### src/rtl/uart_tx.sv
// UART transmitter: start bit, LSB-first data, optional parity, one stop bit.
// Frame timing is derived from a clocks-per-bit counter; all outputs are registered.
module uart_tx #(
  parameter int CLKS_PER_BIT = 434,
  parameter int DATA_BITS    = 8,
  parameter int PARITY_EN    = 0,
  parameter int PARITY_ODD   = 0
) (
  input  logic                 clk,
  input  logic                 reset,
  input  logic                 tx_start,
  input  logic [DATA_BITS-1:0] tx_data,
  output logic                 tx_serial,
  output logic                 tx_busy,
  output logic                 tx_done
);

  localparam int CNT_W = (CLKS_PER_BIT > 2) ? $clog2(CLKS_PER_BIT) : 1;
  localparam int IDX_W = $clog2(DATA_BITS);
  localparam logic [CNT_W-1:0] CNT_LAST = CNT_W'(CLKS_PER_BIT - 1);
  localparam logic [CNT_W-1:0] CNT_ZERO = {CNT_W{1'b0}};
  localparam logic [IDX_W-1:0] IDX_LAST = IDX_W'(DATA_BITS - 1);
  localparam logic [IDX_W-1:0] IDX_ZERO = {IDX_W{1'b0}};

  typedef enum logic [2:0] {
    IDLE   = 3'd0,
    START  = 3'd1,
    DATA   = 3'd2,
    PARITY = 3'd3,
    STOP   = 3'd4
  } state_t;

  state_t               state_r, state_s;
  logic [CNT_W-1:0]     cnt_r, cnt_s;
  logic [IDX_W-1:0]     idx_r, idx_s;
  logic [DATA_BITS-1:0] shift_r, shift_s;
  logic                 parity_r, parity_s;
  logic                 serial_s;
  logic                 done_s;
  logic                 bit_end_s;

  function automatic logic calc_parity(input logic [DATA_BITS-1:0] word);
    calc_parity = (PARITY_ODD != 0) ? ~(^word) : (^word);
  endfunction

  // Next-state, bit timer, shift register and next-output decode
  always_comb begin
    state_s   = state_r;
    cnt_s     = cnt_r;
    idx_s     = idx_r;
    shift_s   = shift_r;
    parity_s  = parity_r;
    done_s    = 1'b0;
    serial_s  = 1'b1;
    bit_end_s = (cnt_r == CNT_LAST);

    if (state_r == IDLE) begin
      cnt_s = CNT_ZERO;
    end else if (bit_end_s) begin
      cnt_s = CNT_ZERO;
    end else begin
      cnt_s = cnt_r + CNT_W'(1'b1);
    end

    case (state_r)
      IDLE: begin
        if (tx_start) begin
          shift_s  = tx_data;
          parity_s = calc_parity(tx_data);
          idx_s    = IDX_ZERO;
          state_s  = START;
        end else begin
          state_s  = IDLE;
        end
      end
      START: begin
        if (bit_end_s) begin
          state_s = DATA;
        end else begin
          state_s = START;
        end
      end
      DATA: begin
        if (bit_end_s) begin
          shift_s = {1'b0, shift_r[DATA_BITS-1:1]};
          if (idx_r == IDX_LAST) begin
            idx_s   = IDX_ZERO;
            state_s = (PARITY_EN != 0) ? PARITY : STOP;
          end else begin
            idx_s   = idx_r + IDX_W'(1'b1);
          end
        end else begin
          state_s = DATA;
        end
      end
      PARITY: begin
        if (bit_end_s) begin
          state_s = STOP;
        end else begin
          state_s = PARITY;
        end
      end
      STOP: begin
        if (bit_end_s) begin
          state_s = IDLE;
          done_s  = 1'b1;
        end else begin
          state_s = STOP;
        end
      end
      default: begin
        state_s = IDLE;
      end
    endcase

    // Line level is decoded from the next state so it can be registered
    case (state_s)
      IDLE:    serial_s = 1'b1;
      START:   serial_s = 1'b0;
      DATA:    serial_s = shift_s[0];
      PARITY:  serial_s = parity_s;
      STOP:    serial_s = 1'b1;
      default: serial_s = 1'b1;
    endcase
  end

  // State, datapath and output registers
  always_ff @(posedge clk or negedge reset) begin
    if (!reset) begin
      state_r   <= IDLE;
      cnt_r     <= CNT_ZERO;
      idx_r     <= IDX_ZERO;
      shift_r   <= {DATA_BITS{1'b0}};
      parity_r  <= 1'b0;
      tx_serial <= 1'b1;
      tx_busy   <= 1'b0;
      tx_done   <= 1'b0;
    end else begin
      state_r   <= state_s;
      cnt_r     <= cnt_s;
      idx_r     <= idx_s;
      shift_r   <= shift_s;
      parity_r  <= parity_s;
      tx_serial <= serial_s;
      tx_busy   <= (state_s != IDLE);
      tx_done   <= done_s;
    end
  end

endmodule

### config.mk
export PLATFORM = sky130hd
export DESIGN_NAME = uart_tx
export DESIGN_NICKNAME = d
export VERILOG_FILES = /design/src/rtl/uart_tx.sv
export SDC_FILE = /design/constraint.sdc
export NUM_CORES = 1
export LEC_CHECK = 0
export ABC_AREA = 1
export BUFFER_PORTS_ARGS = -buffer_cell sky130_fd_sc_hd__buf_2
export CAP_MARGIN = 20
export CORE_UTILIZATION = 58
export CTS_CLUSTER_DIAMETER = 100
export DETAILED_ROUTE_END_ITERATION = 6
export PLACE_DENSITY = 0.75
export SLEW_MARGIN = 10
export SYNTH_ARGS = -nofsm -noshare
export SYNTH_HDL_FRONTEND = slang
export SYNTH_SLANG_ARGS = --single-unit
### constraint.sdc
create_clock -name clk -period 3 [get_ports clk]
set_input_delay 0.45 -clock clk [delete_from_list [all_inputs] [get_ports clk]]
set_output_delay 0.45 -clock clk [all_outputs]
set_load 0.02 [all_outputs]
# [Word level (Yosys, flattened, before mapping)]
# Index checks and enable logic that the tools add are counted.
[totals] ff_bits=27 out_inout_bits=3 elab_cells=48
[op_classes] add_sub_neg=2 n_eq_ne=11 muxes=21 n_reduce_logical=5
[op_table] operator="$mux W3" count=7
[op_table] operator="$mux W9" count=2
[op_table] operator="$mux W8" count=2
[op_table] operator="$pmux W8 S2" count=1
[op_table] operator="$pmux W3 S5" count=1
[op_table] operator="$eq A3 B2 Y1 const B" count=4
[op_table] operator="$add A9 B1 Y9 const B" count=1
[op_table] operator="$eq A9 B9 Y1 const B" count=1
[op_table] operator="$reduce_xor A8 Y1" count=1
[op_table] operator="$eq A3 B1 Y1 const B" count=2
[op_table] operator="$eq A3 B3 Y1 const B" count=2
[op_table] operator="$pmux W3 S2" count=1
[op_table] operator="$mux W1" count=5
[op_table] operator="$ne A2 B2 Y1 const B" count=2
[op_table] operator="$add A3 B1 Y3 const B" count=1
[op_table] operator="$logic_not A3 Y1" count=1
[op_table] operator="$pmux W1 S3" count=1
[op_table] operator="$reduce_and A3 Y1" count=1
[op_table] operator="$reduce_bool A3 Y1" count=1
[op_table] operator="$mux W2" count=1
[op_table] operator="$reduce_bool A2 Y1" count=1

# [Longest topological paths before layout]
[depth] ltp_word=6 ltp_mapped=10 depth_no_buf=10

# [Least setup slack after synthesis]
# Ideal clock, no wire load.
[synth_path] path_type="register to register" startpoint="register cnt_r[1]" endpoint="register tx_busy" setup_ps=124 arrival_time_ps=1292 t_required_ps=2876 path_slack_ps=1584 path_stages_with_launch=9 n_path_buf=0 path_cell_list="dfrtp_1 > inv_1 > ha_1 > nand2_1 > nor2_1 > nand2_2 > a21oi_1 > nand3_1 > or2_1"
[synth_via] elab_chain_len=4
[synth_lines] element="start: declaration" line_no="34" source="logic [CNT_W-1:0] cnt_r, cnt_s;"
[synth_lines] element="start signal: assignment" line_no="140" source="cnt_r <= cnt_s;"
[synth_lines] element="$eq A9 B9 Y1 (*)" line_no="55" source="bit_end_s = (cnt_r == CNT_LAST);"
[synth_lines] element="$mux W3 (tied with other cells)" line_no="97" source="if (bit_end_s) begin"
[synth_lines] element="$pmux W3 S5 (*)" line_no="65" source="case (state_r)"
[synth_lines] element="$reduce_bool A3 Y1 (*)" line_no="145" source="tx_busy <= (state_s != IDLE);"
[synth_lines] element="end signal: assignment" line_no="145"
[synth_lines] element="end: declaration" line_no="14" source="output logic tx_busy,"
# Every way passes the cells marked *; elsewhere a longest branch is shown, timed or not.
# A chain may end at the register's enable or synchronous reset.

# [Worst setup path after layout]
[layout_path] startpoint="register cnt_r[1]" endpoint="register idx_r[0]"
[layout_via] elab_chain_len=3
[layout_lines] element="$eq A9 B9 Y1" line_no="55"
[layout_lines] element="$ne A2 B2 Y1 (no source line)"
[layout_lines] element="$reduce_and A3 Y1 (no source line)"
[layout_lines] element="end signal: assignment" line_no="141" source="idx_r <= idx_s;"
[layout_lines] element="end: declaration" line_no="35" source="logic [IDX_W-1:0] idx_r, idx_s;"
# No other way between the ends.

==> run_results.csv <==
group,metric,value,unit
status,status,"complete, no violations",
sta,setup_viol_count_final,0,
cts,cts_sinks,27,
synth,synth_largest_area_cell,"dfrtp_1",
die,rows,18,
setup_path,crit_path_end,"idx_r[0]$_DFFE_PN0P_",
drt,drc,0,
grt,grt_pass1_vias,1125,
die,initial_core_util,0.611,
synth,synth_area_per_cell,7.49,µm²
setup_path,crit_type,"reg -> reg",
cts,clk_latency,0.31,ns
place,port_buffers,13,
sta,worst_pin_slew,0.596,ns
drt,drt-met1-wl,1380,µm
die,core,2480,µm²
drt,vias,1281,
cts,cts_tree,"yes",
sta,worst_slack,1.26,ns
sta,holdWs,0.116,ns
cts,clk_pin_slew,0.14,ns
die,die_y,53.1,µm
power_and_ir_drop,p_leak,0.890,nW
sta,fin_crit,1.74,ns
setup_path,regToRegEndpoint,"idx_r[0]$_DFFE_PN0P_",
drt,dr_wl_met2,1390,µm
setup_path,worstRegToRegCells,8,
grt,grt-ovfl-total,0,
final_layout,layout-drive-gt1-share,0.143,
cts,numCtsBuffers,3,
place,place_hpwl,2290,µm
die,ioPinCount,14,
drt,dr.pass1.iters,4,
final_layout,syn2layout_area_growth,7.94,%
sta,slew_headroom,0.603,
synth,ys_seq_area_frac,0.447,
synth,synthCells,202,
grt,grtUsageTotal,0.231,
final_layout,diodes,0,
place,dp_slack,1.27,ns
drt,detail_route.vias_per_cell,5.19,
sta,setup_tns,0,ns
power_and_ir_drop,power_density,518,nW/µm²
synth,synthesis.area,1510,µm²
drt,detail-route-antenna-nets,0,
synth,ys_seq_elements,27,
drt,dr_wl_met3,78,µm
setup_path,cp-end-kind,"register",
final_layout,post-route-util,0.659,
setup_path,cp_max_fo,12,
final_layout,layout.nets,233,
synth,ys_top_cells_by_area,"dfrtp_1 43%, nand2_1 15%, nand3_1 6.9%",
setup_path,start_kind,"register",
drt,drt_iter0_drc,23,
synth,yosys_warnings,0,
power_and_ir_drop,power,0.000846,W
cts,cts_resized,0,
setup_path,worstSetupStartpoint,"cnt_r[1]$_DFF_PN0_",
cts,htreeDepth,1,
sta,rsz0062_at_grt,"no",
die,dieArea,2820,µm²
setup_path,rrSetupSlack,1.26,ns
setup_path,rr_startpoint,"cnt_r[1]$_DFF_PN0_",
sta,fin_crit_sh,0.580,
grt,grt_pass1_wl,4750,µm
min_path,hold_class,"in -> async",
setup_path,worst_ep_required_time,3.24,ns
drt,wl_per_cell,11.6,µm
sta,max_freq,0.575,GHz
setup_path,cp.arrival,1.98,ns
drt,highest_layer,"met4",
cts,post_cts_buffers,0,
synth,synth_top_area_share,0.430,
cts,cts_hold_buf,0,
cts,cts_root_buf,"clkbuf_4",
grt,grt_max_degree,28,
die,die_x,53.1,µm
sta,final_hold_viol_count,0,
grt,antenna_found_initial,0,
place,routabilityCongestion,0.850,
synth,synth.distinct_cells,27,
synth,syn_nets,217,
run,cap_violations,0,
power_and_ir_drop,peakVddDrop,0.447,mV
sta,slew_viol_final,0,
drt,wl,2870,µm
cts,clockBufferDepth,2,
sta,finClkSkew,0.00302,ns
how the worst min path moves through the flow:
stage,startpoint,endpoint,slack (ns),cells after the start
floorplan,reset,cnt_r[0]$_DFF_PN0_,0.15,0
global route,reset,state_r[1]$_DFF_PN0_,0.15,1
detailed placement,shift_r[5]$_DFFE_PN0P_,shift_r[4]$_DFFE_PN0P_,0.48,2
finish,reset,cnt_r[6]$_DFF_PN0_,0.12,1
CTS,reset,cnt_r[4]$_DFF_PN0_,0.13,1
global placement,shift_r[5]$_DFFE_PN0P_,shift_r[4]$_DFFE_PN0P_,0.47,2
layer usage:
layer	global-route usage	up-vias
li1	-	667
met1	0.317	595
met3	0.0259	2
met2	0.380	17
met5	0	-
met4	0.0658	0
stage by stage:
stage	instance area (µm²)	std cells
5_1_grt	1630	247
4_1_cts	1630	247
6_report	1630	247
3_5_place_dp	1610	243
2_1_floorplan	1510	202
3_3_place_gp	1610	243
power by group:
| group | leakage (nW) | switching (W) | internal [W] |
|---|---|---|---|
| logic | 0.534 | 0.000117 | 0.0000843 |
| clock network | 0.0150 | 0.000101 | 0.0000519 |
| registers | 0.341 | 0.0000525 | 0.000439 |
sequential cells by signal (all words and copies together) (netlist names):
| name | cells |
|---|---|
| parity_r | 1 |
| shift_r | 8 |
| tx_serial | 1 |
| tx_done | 1 |
| tx_busy | 1 |
| idx_r | 3 |
| cnt_r | 9 |
| state_r | 3 |
cells in the final DEF, fill, tap and decap left out, types with 2 or more instances in the layout:
cell and count:
nor2_4 3, xnor2_1 2, nor2_2 2, a22oi_1 3, ha_1 4, a21oi_1 5, inv_1 27, clkbuf_4 3
o21ai_0 5, dfrtp_1 26, nand2_1 59, nand2_2 2, inv_2 3, nand3_1 21, nor2_1 22, o211ai_1 2
o21ai_1 2, buf_2 13, nor3_2 2, nor3_1 3
synthesized netlist by cell type:
master / count
a21boi_0: 1
nor2_4: 3
nor2_2: 2
buf_2: 1
ha_1: 4
nand4_1: 1
or2_2: 1
o21ai_0: 5
nor3_1: 3
xnor2_1: 2
a22oi_1: 3
clkbuf_1: 1
dfstp_2: 1
o211ai_1: 2
o221ai_1: 1
inv_1: 27
nand3_1: 21
nor3_2: 2
dfrtp_1: 26
inv_2: 3
a21oi_1: 5
nand2_4: 1
nand2_2: 2
nand2_1: 59
o21ai_1: 2
or2_1: 1
nor2_1: 22
layout make-up:
class	count	area, µm²
fill	215	845
multi-input combinational	143	714
sequential	27	677
inverter	30	113
timing repair buffer	13	65.1
tap	30	37.5
clock buffer	4	26.3
worst max-delay path, cell delays in order, from the launching register on:
cell	delay (ns)
dfrtp_1	0.42
inv_1	0.06
ha_1	0.17
nand3_1	0.14
inv_1	0.08
nand3_1	0.32
nand2_1	0.25
nand2_1	0.06
o21ai_0	0.15
kinds of logic after synthesis:
kind of cell,share of synthesized area
flip-flops,0.447
AO/OA/AOI/OAI,0.0753
adder cells (fa/ha/maj),0.0331
buffers and inverters,0.0802
AND/OR/NAND/NOR,0.352
XOR/XNOR,0.0116
No activity file was read; power rests on OpenSTA's default activity.
